[config.mk]
export PLATFORM = sky130hd
export DESIGN_NAME = keypad_scanner
export DESIGN_NICKNAME = d
export VERILOG_FILES = /design/src/rtl/keypad_scanner.sv
export SDC_FILE = /design/constraint.sdc
export NUM_CORES = 1
export LEC_CHECK = 0
export CAP_MARGIN = 40
export CELL_PAD_IN_SITES_DETAIL_PLACEMENT = 1
export CELL_PAD_IN_SITES_GLOBAL_PLACEMENT = 2
export CORE_MARGIN = 5
export CORE_UTILIZATION = 36
export CTS_BUF_LIST = sky130_fd_sc_hd__clkbuf_4 sky130_fd_sc_hd__clkbuf_8 sky130_fd_sc_hd__clkbuf_16
export CTS_CLUSTER_SIZE = 25
export DETAILED_ROUTE_END_ITERATION = 6
export PLACE_DENSITY_LB_ADDON = 0.25
export SLEW_MARGIN = 20
export SYNTH_ARGS = -nofsm -noshare
export SYNTH_HDL_FRONTEND = slang
export SYNTH_SLANG_ARGS = --single-unit
[constraint.sdc]
create_clock -name clk -period 3.1 [get_ports clk]
set_input_delay 0.93 -clock clk [delete_from_list [all_inputs] [get_ports clk]]
set_output_delay 0.93 -clock clk [all_outputs]
set_load 0.1 [all_outputs]
[src/rtl/keypad_scanner.sv]
// keypad_scanner: scans a 4x4 active-low matrix keypad, synchronises and
// debounces the rows, and reports one stable key code plus a held level.
//
// Parameters:
//   SCAN_CYCLES      clk cycles each column is driven low (>= 4)
//   DEBOUNCE_CYCLES  consecutive stable cycles to accept a press or release
//   REPEAT_CYCLES    auto-repeat period while held (KEYPAD_REPEAT_EN only)
// Ports:
//   clk             in   master clock
//   rst             in   asynchronous reset, active-high
//   row[3:0]        in   keypad rows, active-low, row[0] = top row
//   col[3:0]        out  keypad columns, active-low one-hot, col[0] = left
//   dec[3:0]        out  code of the last accepted key
//   button_pressed  out  high while the accepted key is held (debounced)
// Build option:
//   KEYPAD_REPEAT_EN  when defined, button_pressed drops for one cycle every
//                     REPEAT_CYCLES while a key stays held.
module keypad_scanner #(
    parameter int unsigned SCAN_CYCLES     = 250000,
    parameter int unsigned DEBOUNCE_CYCLES = 1000000,
    parameter int unsigned REPEAT_CYCLES   = 50000000
) (
    input  logic       clk,
    input  logic       rst,
    input  logic [3:0] row,
    output logic [3:0] col,
    output logic [3:0] dec,
    output logic       button_pressed
);

    typedef enum logic [1:0] {
        SCAN    = 2'd0,
        CONFIRM = 2'd1,
        HELD    = 2'd2
    } state_t;

    localparam logic [31:0] SCAN_LAST = 32'(SCAN_CYCLES - 1);
    localparam logic [31:0] DEB_LAST  = 32'(DEBOUNCE_CYCLES - 1);

    state_t      state_q, state_d;
    logic [3:0]  sync_q;
    logic [3:0]  rs_q;
    logic [1:0]  col_idx_q, col_idx_d;
    logic [31:0] scan_cnt_q, scan_cnt_d;
    logic [31:0] cnt_q, cnt_d;
    logic [1:0]  cand_row_q, cand_row_d;
    logic [3:0]  dec_q, dec_d;
    logic        btn_q, btn_d;

    logic        slot_end;
    logic        hit;
    logic [1:0]  hit_row;
    logic        cand_low;
    logic        deb_done;
    logic [31:0] cnt_inc;

`ifdef KEYPAD_REPEAT_EN
    localparam logic [31:0] REP_LAST = 32'(REPEAT_CYCLES - 1);
    logic [31:0] rep_cnt_q, rep_cnt_d;
`else
    // Keeps the repeat period referenced in builds without auto-repeat.
    logic [31:0] rep_unused;
    assign rep_unused = 32'(REPEAT_CYCLES);
`endif

    function automatic logic [3:0] key_code(
        input logic [1:0] r,
        input logic [1:0] c
    );
        logic [3:0] code;
        code = 4'h0;
        unique case ({r, c})
            4'h0: code = 4'h1;
            4'h1: code = 4'h2;
            4'h2: code = 4'h3;
            4'h3: code = 4'hA;
            4'h4: code = 4'h4;
            4'h5: code = 4'h5;
            4'h6: code = 4'h6;
            4'h7: code = 4'hB;
            4'h8: code = 4'h7;
            4'h9: code = 4'h8;
            4'hA: code = 4'h9;
            4'hB: code = 4'hC;
            4'hC: code = 4'h0;
            4'hD: code = 4'hF;
            4'hE: code = 4'hE;
            4'hF: code = 4'hD;
        endcase
        return code;
    endfunction

    assign slot_end = (scan_cnt_q == SCAN_LAST);
    assign hit      = (rs_q != 4'hF);
    assign cand_low = ~rs_q[cand_row_q];
    assign deb_done = (cnt_q == DEB_LAST);
    // Saturating increment so the counter can never wrap back to zero.
    assign cnt_inc  = (cnt_q == '1) ? cnt_q : cnt_q + 32'd1;

    // Lowest row index wins when several rows are low.
    always_comb begin
        hit_row = 2'd3;
        if (!rs_q[0]) begin
            hit_row = 2'd0;
        end else if (!rs_q[1]) begin
            hit_row = 2'd1;
        end else if (!rs_q[2]) begin
            hit_row = 2'd2;
        end
    end

    // State register.
    always_ff @(posedge clk or posedge rst) begin
        if (rst) begin
            state_q <= SCAN;
        end else begin
            state_q <= state_d;
        end
    end

    // Next-state logic.
    always_comb begin
        state_d = state_q;
        unique case (state_q)
            SCAN: begin
                if (slot_end && hit) begin
                    state_d = CONFIRM;
                end
            end
            CONFIRM: begin
                if (!cand_low) begin
                    state_d = SCAN;
                end else if (deb_done) begin
                    state_d = HELD;
                end
            end
            HELD: begin
                if (!cand_low && deb_done) begin
                    state_d = SCAN;
                end
            end
            default: state_d = SCAN;
        endcase
    end

    // Datapath next-state: scan position, debounce counter, result.
    always_comb begin
        col_idx_d  = col_idx_q;
        scan_cnt_d = scan_cnt_q;
        cnt_d      = cnt_q;
        cand_row_d = cand_row_q;
        dec_d      = dec_q;
        btn_d      = btn_q;
`ifdef KEYPAD_REPEAT_EN
        rep_cnt_d  = '0;
`endif
        unique case (state_q)
            SCAN: begin
                if (slot_end) begin
                    scan_cnt_d = '0;
                    if (hit) begin
                        cand_row_d = hit_row;
                        cnt_d      = '0;
                    end else begin
                        col_idx_d = col_idx_q + 2'd1;
                    end
                end else begin
                    scan_cnt_d = scan_cnt_q + 32'd1;
                end
            end
            CONFIRM: begin
                if (!cand_low) begin
                    col_idx_d = col_idx_q + 2'd1;
                    cnt_d     = '0;
                end else if (deb_done) begin
                    dec_d = key_code(cand_row_q, col_idx_q);
                    btn_d = 1'b1;
                    cnt_d = '0;
                end else begin
                    cnt_d = cnt_inc;
                end
            end
            HELD: begin
                if (cand_low) begin
                    cnt_d = '0;
                end else if (deb_done) begin
                    btn_d     = 1'b0;
                    cnt_d     = '0;
                    col_idx_d = col_idx_q + 2'd1;
                end else begin
                    cnt_d = cnt_inc;
                end
`ifdef KEYPAD_REPEAT_EN
                // Release wins; btn_q low inside HELD marks a dropout cycle,
                // which does not count towards the next period.
                if (!(!cand_low && deb_done)) begin
                    if (!btn_q) begin
                        btn_d = 1'b1;
                    end else if (rep_cnt_q == REP_LAST) begin
                        btn_d = 1'b0;
                    end else begin
                        rep_cnt_d = rep_cnt_q + 32'd1;
                    end
                end
`endif
            end
            default: ;
        endcase
    end

    // Idle rows are pulled up, so the synchroniser resets to all-high.
    always_ff @(posedge clk or posedge rst) begin
        if (rst) begin
            sync_q     <= 4'hF;
            rs_q       <= 4'hF;
            col_idx_q  <= 2'd0;
            scan_cnt_q <= '0;
            cnt_q      <= '0;
            cand_row_q <= 2'd0;
            dec_q      <= 4'h0;
            btn_q      <= 1'b0;
        end else begin
            sync_q     <= row;
            rs_q       <= sync_q;
            col_idx_q  <= col_idx_d;
            scan_cnt_q <= scan_cnt_d;
            cnt_q      <= cnt_d;
            cand_row_q <= cand_row_d;
            dec_q      <= dec_d;
            btn_q      <= btn_d;
        end
    end

`ifdef KEYPAD_REPEAT_EN
    always_ff @(posedge clk or posedge rst) begin
        if (rst) begin
            rep_cnt_q <= '0;
        end else begin
            rep_cnt_q <= rep_cnt_d;
        end
    end
`endif

    // Outputs.
    always_comb begin
        col            = ~(4'b0001 << col_idx_q);
        dec            = dec_q;
        button_pressed = btn_q;
    end

endmodule

==> reports/metrics.cfg, run 1 <==
[outcome]
outcome=complete, no violations

[critical_path]
r2r_cells=9
r2r_setup_slack_ps=370
start_kind=flip-flop
r2r-end=cnt_q[7]
crit_type=flip-flop to flip-flop
cp_data_required_time_ps=3320
arrival_ps=2950
end_kind=flip-flop
r2r-start=scan_cnt_q[0]
cp_max_fo=16

[global_route]
grt_use_met3_pct=2.949
grt.total_usage_pct=17.43
grt_pass1_vias=4009
grt_util_met2_pct=27.74
met1_usage_pct=23.41
grt_first_pass_wirelength_mm=20.53
antenna_found_initial=0
top_usage_layer=met2
grt-ovfl-total=0
grt_max_degree=58

[timing]
holdWs_ps=355.5
rsz0062_at_grt=false
hold_viol=0
period_needed_ps=2726
slew_violations=0
clock.fmax_ghz=0.3669
tightest_slew_ps=813.2
setup_viol=0
setup_tns_ps=0
fin_crit_sh_pct=87.92
max_slew_margin_pct=45.79
fin_worst_skew_ps=9.655

[synthesis]
seq_area_frac_synth_pct=45.65
synth_async_sr_flop_share_pct=100.0
postSynthNetCount=499
netlist_area_sq_mm=0.004572
ys_ff_latch=83
synthDistinctLibCells=57
synth_cells=481
yosys_warnings=0
ys.flop_type=dfrtp_1
synth-edff-count=0
syn_avg_cell_area_sq_um=9.505

[job]
maxCapViolations=0

[placement]
gp_congestion=0.7854
portBuffers=14
dp_hpwl_mm=8.445

[finish]
layout_common_cells=75 x dfrtp_1, 37 x nand3_1, 36 x o21ai_0
drive_above_1_share_pct=13.19
num_antenna_cells=0
final_common_cell=dfrtp_1
fill_cells=1462
fin_nets=521
syn_to_final_growth_pct=15.13

[floorplan]
fp.dieH_um=122.7
row_count=41
ios=15
initial_core_util_pct=36.53
die_w_um=122.7
die_area_sq_mm=0.01505
core_sq_mm=0.01252

[cts]
clkSinkCount=83
root_buffer=clkbuf_16
clk_pin_slew_worst_paths_ps=70
insertion_delay_ps=350
cts_buffer_depth=2
cts_resized=0
htree_levels=3
postCtsHoldBufs=0
numCtsBuffers=9
cts_setup_buffers=0
cts_tree=built

[drt]
wl_per_cell_um=17.65
wirelength_mm=12.00
drt_iter0_markers=268
drc=0
dr.pass1.iters=4
antenna_left=0
vias_per_cell=5.622
vias=3823

[hold_path]
hold_path_depth=0
min_to=rs_q[0]
hold_class=flip-flop to flip-flop
hp-start=sync_q[0]

[power_and_ir_drop]
ir_worst_vdd_mv=0.2707
leakagePower_uw=0.002222
p_per_area_mw_per_mm2=416.9

==> report_power, final <==
| part | switching [uW] | total, uW | internal (uW) |
|---|---|---|---|
| clock network | 472 | 1060 | 589 |
| registers | 3.22 | 1100 | 1090 |
| logic | 26.2 | 37.9 | 11.8 |
==> metrics by stage <==
step	instances	utilization [%]	total power, uW	setup WS (ps)	cell area [sq um]
4_1_cts	680	42.05	2225	361.6	5264
3_3_place_gp	664	39.74	1155	455.1	4975
2_1_floorplan	481	-	1135	46.45	4572
5_1_grt	680	42.05	2271	200.2	5264
6_report	680	42.05	2195	374.4	5264
3_5_place_dp	664	39.74	1157	391.4	4975
==> synth_stat cells, types with 2 or more instances <==
library cell,n,area [sq um]
nor3_1,10,50.05
xor2_1,14,122.6
nand4_1,23,143.9
and4_1,7,61.31
nand2b_1,3,18.77
nand4b_1,3,26.28
mux4_2,2,45.04
nor2_1,24,90.09
dfrtp_1,75,1877
a21oi_1,18,90.09
o22ai_1,2,12.51
ha_1,12,150.1
inv_1,24,90.09
nor4b_1,4,35.03
a211oi_1,8,60.06
or3_1,6,37.54
and2_1,3,18.77
nand3_1,37,185.2
and3_1,19,118.9
o21ai_0,36,180.2
nor4_1,10,62.56
nand2_1,34,127.6
xnor2_1,16,140.1
buf_6,2,22.52
clkbuf_1,18,67.56
a21o_1,9,67.56
mux2i_1,3,30.03
o21ai_1,5,25.02
o31ai_1,8,60.06
a22oi_1,4,30.03
mux2_2,2,22.52
a311oi_1,4,35.03
buf_2,2,10.01
nor3b_1,2,15.01
dfstp_2,8,210.2
a31oi_1,3,18.77
==> critical path, cell delays in order (launching register included) <==
cell     delay [ps]
dfrtp_1         410
ha_1            230
nor4b_1         340
nand4_1         270
nor3_1          320
buf_4           210
a21oi_2         210
buf_4           280
o21ai_0         210
o31ai_1         110
==> cell families (layout without fill, tap and decap cells) <==
logic type      after synthesis  count (layout)  synth area share (%)
flops                        83              83                 45.65
fa+ha+maj                    12              12                 3.284
xor+xnor                     30              30                 5.747
mux                           8               8                 2.627
simple gates                195             195                 23.92
buf+inv                      47              74                 4.242
compound gates              106             106                 14.53
==> state kept, by name (all words and copies together) (netlist names) <==
signal,cells
col_idx_q,2
state_q,2
sync_q,4
cnt_q,32
scan_cnt_q,32
cand_row_q,2
dec,4
button_pressed,1
rs_q,4
==> metal layers <==
layer | share of wire, % | wire [um] | vias up
li1 | - | - | 1820
met1 | 48 | 5756 | 1941
met2 | 48 | 5743 | 47
met3 | 2.3 | 280 | 15
met4 | 1.9 | 223 | 0
met5 | 0 | 0 | -
==> cell type report <==
cell class              instances  area, sq um  area share [%]
flip-flops and latches         83         2087           39.65
well taps                     172        215.2           4.088
multi-input cells             351         2301           43.71
clock buffers                  11        252.7           4.802
clock inverters                 5        36.28          0.6893
repair buffers                 34        280.3           5.324
inverters                      24        91.34           1.735
==> worst max-delay path by stage <==
| stage | from | end | slack (ps) | cells past startpoint |
|---|---|---|---|---|
| after CTS | scan_cnt_q[0] | cnt_q[7] | 360 | 9 |
| after detailed placement | scan_cnt_q[0] | cnt_q[7] | 390 | 9 |
| final | scan_cnt_q[0] | cnt_q[7] | 370 | 9 |
| after floorplan | rst | button_pressed | 50 | 1 |
| after global placement | scan_cnt_q[0] | cnt_q[13] | 460 | 9 |
| after global routing | scan_cnt_q[0] | cnt_q[13] | 200 | 9 |
(Power assumes the default switching activity.)
==> run 2: changes to the inputs <==
--- a/config.mk
+++ b/config.mk
@@ -9,10 +9,11 @@
 export CELL_PAD_IN_SITES_DETAIL_PLACEMENT = 1
 export CELL_PAD_IN_SITES_GLOBAL_PLACEMENT = 2
 export CORE_MARGIN = 5
-export CORE_UTILIZATION = 36
+export CORE_UTILIZATION = 43
 export CTS_BUF_LIST = sky130_fd_sc_hd__clkbuf_4 sky130_fd_sc_hd__clkbuf_8 sky130_fd_sc_hd__clkbuf_16
 export CTS_CLUSTER_SIZE = 25
 export DETAILED_ROUTE_END_ITERATION = 6
+export GPL_TIMING_DRIVEN = 0
 export PLACE_DENSITY_LB_ADDON = 0.25
 export SLEW_MARGIN = 20
 export SYNTH_ARGS = -nofsm -noshare
==> constraint.sdc (replaced) <==
create_clock -name clk -period 3.4 [get_ports clk]
set_input_delay 1.02 -clock clk [delete_from_list [all_inputs] [get_ports clk]]
set_output_delay 1.02 -clock clk [all_outputs]
set_load 0.1 [all_outputs]
==> run 2 against run 1 <==
Against the previous run:
- largest power group unchanged
- critical path depth shrank 1
- first-iteration DRC count shrank 15%
- maximum frequency shrank 11%
- critical path type unchanged
- core utilization grew 8.7 points
- register-to-register slack lost 40 ps
- sequential share of layout area is essentially flat
- cell count shrank 3.1%
==> reports/metrics.cfg, run 2 (same netlist as run 1, synthesis figures left out) <==
[floorplan]
ios=15  ; unchanged
fp.dieH_um=113.1  ; -7.8%
die_w_um=113.1  ; -7.8%
die_area_sq_mm=0.01279  ; -15%
row_count=37  ; -9.8%
initial_core_util_pct=44.09  ; +7.6 points
core_sq_mm=0.01037  ; -17%

[drt]
drt_iter0_markers=228  ; -15%
drc=0  ; unchanged
vias_per_cell=5.904  ; +5.0%
dr.pass1.iters=4  ; unchanged
wirelength_mm=12.49  ; +4.1%
vias=3891  ; +1.8%
antenna_left=0  ; unchanged
wl_per_cell_um=18.96  ; +7.4%

[global_route]
antenna_found_initial=0  ; unchanged
grt-ovfl-total=0  ; unchanged
grt_first_pass_wirelength_mm=21.27  ; +3.6%
grt.total_usage_pct=20.48  ; +3.0 points
grt_pass1_vias=4175  ; +4.1%
grt_max_degree=50  ; -14%

[critical_path]
end_kind=flip-flop
arrival_ps=3300  ; +350 ps
cp_data_required_time_ps=3630  ; +310 ps
critical-path-slowest-cell=clkbuf_1
start_kind=flip-flop
crit_type=flip-flop to flip-flop
cp_top_family=buffers and inverters
r2r-start=cnt_q[15]
r2r_cells=8  ; -1
cp_max_fo=10  ; -6
r2r_setup_slack_ps=330  ; -40 ps
cp_slowest_stage_delay_ps=570  ; +160 ps
worst-path-buf-inv=2  ; unchanged
r2r-end=cnt_q[23]
path_cells=nor4b_1 -> nand3_1 -> nor4_1 -> clkbuf_1 -> clkbuf_1 -> a211oi_1 -> o21ai_0 -> o21ai_0

[finish]
fin_nets=536  ; +2.9%
reg_top3=cnt_q: 32 flops, scan_cnt_q: 32 flops
layout_common_cells=75 x dfrtp_1, 37 x nand3_1, 36 x o21ai_0
final_common_cell=dfrtp_1
final_util_pct=50.77  ; +8.7 points
drive_above_1_share_pct=10.33  ; -2.9 points
syn_to_final_growth_pct=15.16  ; about the same
stdcell_count=659  ; -3.1%
num_antenna_cells=0  ; unchanged

[cts]
cts_resized=0  ; unchanged
cts_buffer_depth=2  ; unchanged
root_buffer=clkbuf_8
postCtsHoldBufs=0  ; unchanged
cts_setup_buffers=0  ; unchanged
clk_pin_slew_worst_paths_ps=90  ; +20 ps
cts_tree=built
numCtsBuffers=9  ; unchanged
insertion_delay_ps=360  ; about the same
htree_levels=3  ; unchanged
clkSinkCount=83  ; unchanged

[placement]
dp_hpwl_mm=8.926  ; +5.7%
gp_congestion=0.8492  ; +8.1%
portBuffers=14  ; unchanged
numPlacedInstances=642  ; -3.3%

[hold_path]
hold_path_depth=0  ; unchanged
hp-start=sync_q[0]
hold_class=flip-flop to flip-flop
min_to=rs_q[0]

[power_and_ir_drop]
finalPower_uw=1765  ; -20%
switchingPower_uw=409.8  ; -18%
p_int_uw=1355  ; -20%
power_frac_comb_pct=2.0  ; +0.3 points
switching_share_pct=23.22  ; +0.35 points
pwr-share-clk_pct=41.5  ; -6.9 points
leakagePower_uw=0.002192  ; -1.3%
power_frac_seq_pct=56.5  ; +6.6 points
p_per_area_mw_per_mm2=335.3  ; -20%
ir_worst_vdd_mv=0.2127  ; -21%

[outcome]
outcome=complete, no violations

[timing]
setup_viol=0  ; unchanged
tightest_slew_ps=798.8  ; -14.42 ps
fin_worst_skew_ps=11.19  ; +1.534 ps
clock.fmax_ghz=0.3259  ; -11%
hold_viol=0  ; unchanged
slew_violations=0  ; unchanged
fin_crit_sh_pct=90.25  ; +2.3 points
period_needed_ps=3068  ; +342.8 ps
rsz0062_at_grt=false
max_slew_margin_pct=46.75  ; +0.96 points

[job]
maxCapViolations=0  ; unchanged

-- run 2: cell types whose count changed in the layout (fill, tap and decap cells not counted), moves of 2 or more --
| cell | previous run | this run |
|---|---|---|
| clkbuf_1 | 0 | 18 |
| buf_4 | 28 | 0 |
| clkdlybuf4s50_1 | 5 | 14 |
| buf_2 | 0 | 3 |
| clkbuf_8 | 2 | 9 |
| buf_8 | 0 | 9 |
| buf_1 | 0 | 2 |
| clkbuf_16 | 9 | 0 |
| buf_6 | 0 | 2 |
-- run 2: through the flow --
stage	cell area, sq um	hold slack [ps]	setup WS, ps	setup TNS, ps
global route	5265	366.1	126.7	0
global placement	4882	346.0	-1255	-96820
floorplan	4572	345.2	256.4	0
detailed placement	5064	349.2	428.8	0
CTS	5260	361.8	388.4	0
finish	5265	359.8	331.7	0
-- run 2: area by class of cell --
type / count / area (sq um)
buffer: 23 / 103.9
clock buffer: 10 / 131.4
clock inverter: 6 / 65.06
fill: 1214 / 5105
inverter: 24 / 92.59
multi-input combinational: 351 / 2303
sequential: 83 / 2087
tap: 136 / 170.2
timing repair buffer: 26 / 311.5
-- run 2: metal layers --
metal	vias up	routed length, um	global-route usage, %	part of all wire, %
li1	1833	-	-	-
met1	1983	5801	27.44	46
met2	57	6074	34.00	49
met3	18	449	4.118	3.6
met4	0	169	5.369	1.4
met5	-	0	0	0
-- run 2: power groups by stage --
stage / Clock [uW] / Combinational (uW) / Sequential [uW]
after floorplan: 0 / 18.5 / 1020
after global placement: 0 / 31.5 / 1020
after detailed placement: 0 / 36.6 / 1020
after CTS: 748 / 36.8 / 998
after global routing: 798 / 40.0 / 999
final: 732 / 34.6 / 998
-- run 2: worst max-delay path by stage --
stage | start | end | slack (ps) | depth (start not counted)
finish | cnt_q[15] | cnt_q[23] | 330 | 8
global route | cnt_q[15] | cnt_q[21] | 130 | 8
CTS | cnt_q[15] | cnt_q[23] | 390 | 8
detailed placement | cnt_q[15] | cnt_q[12] | 430 | 8
global placement | rst | col_idx_q[0] | -1250 | 2
floorplan | rst | button_pressed | 260 | 1
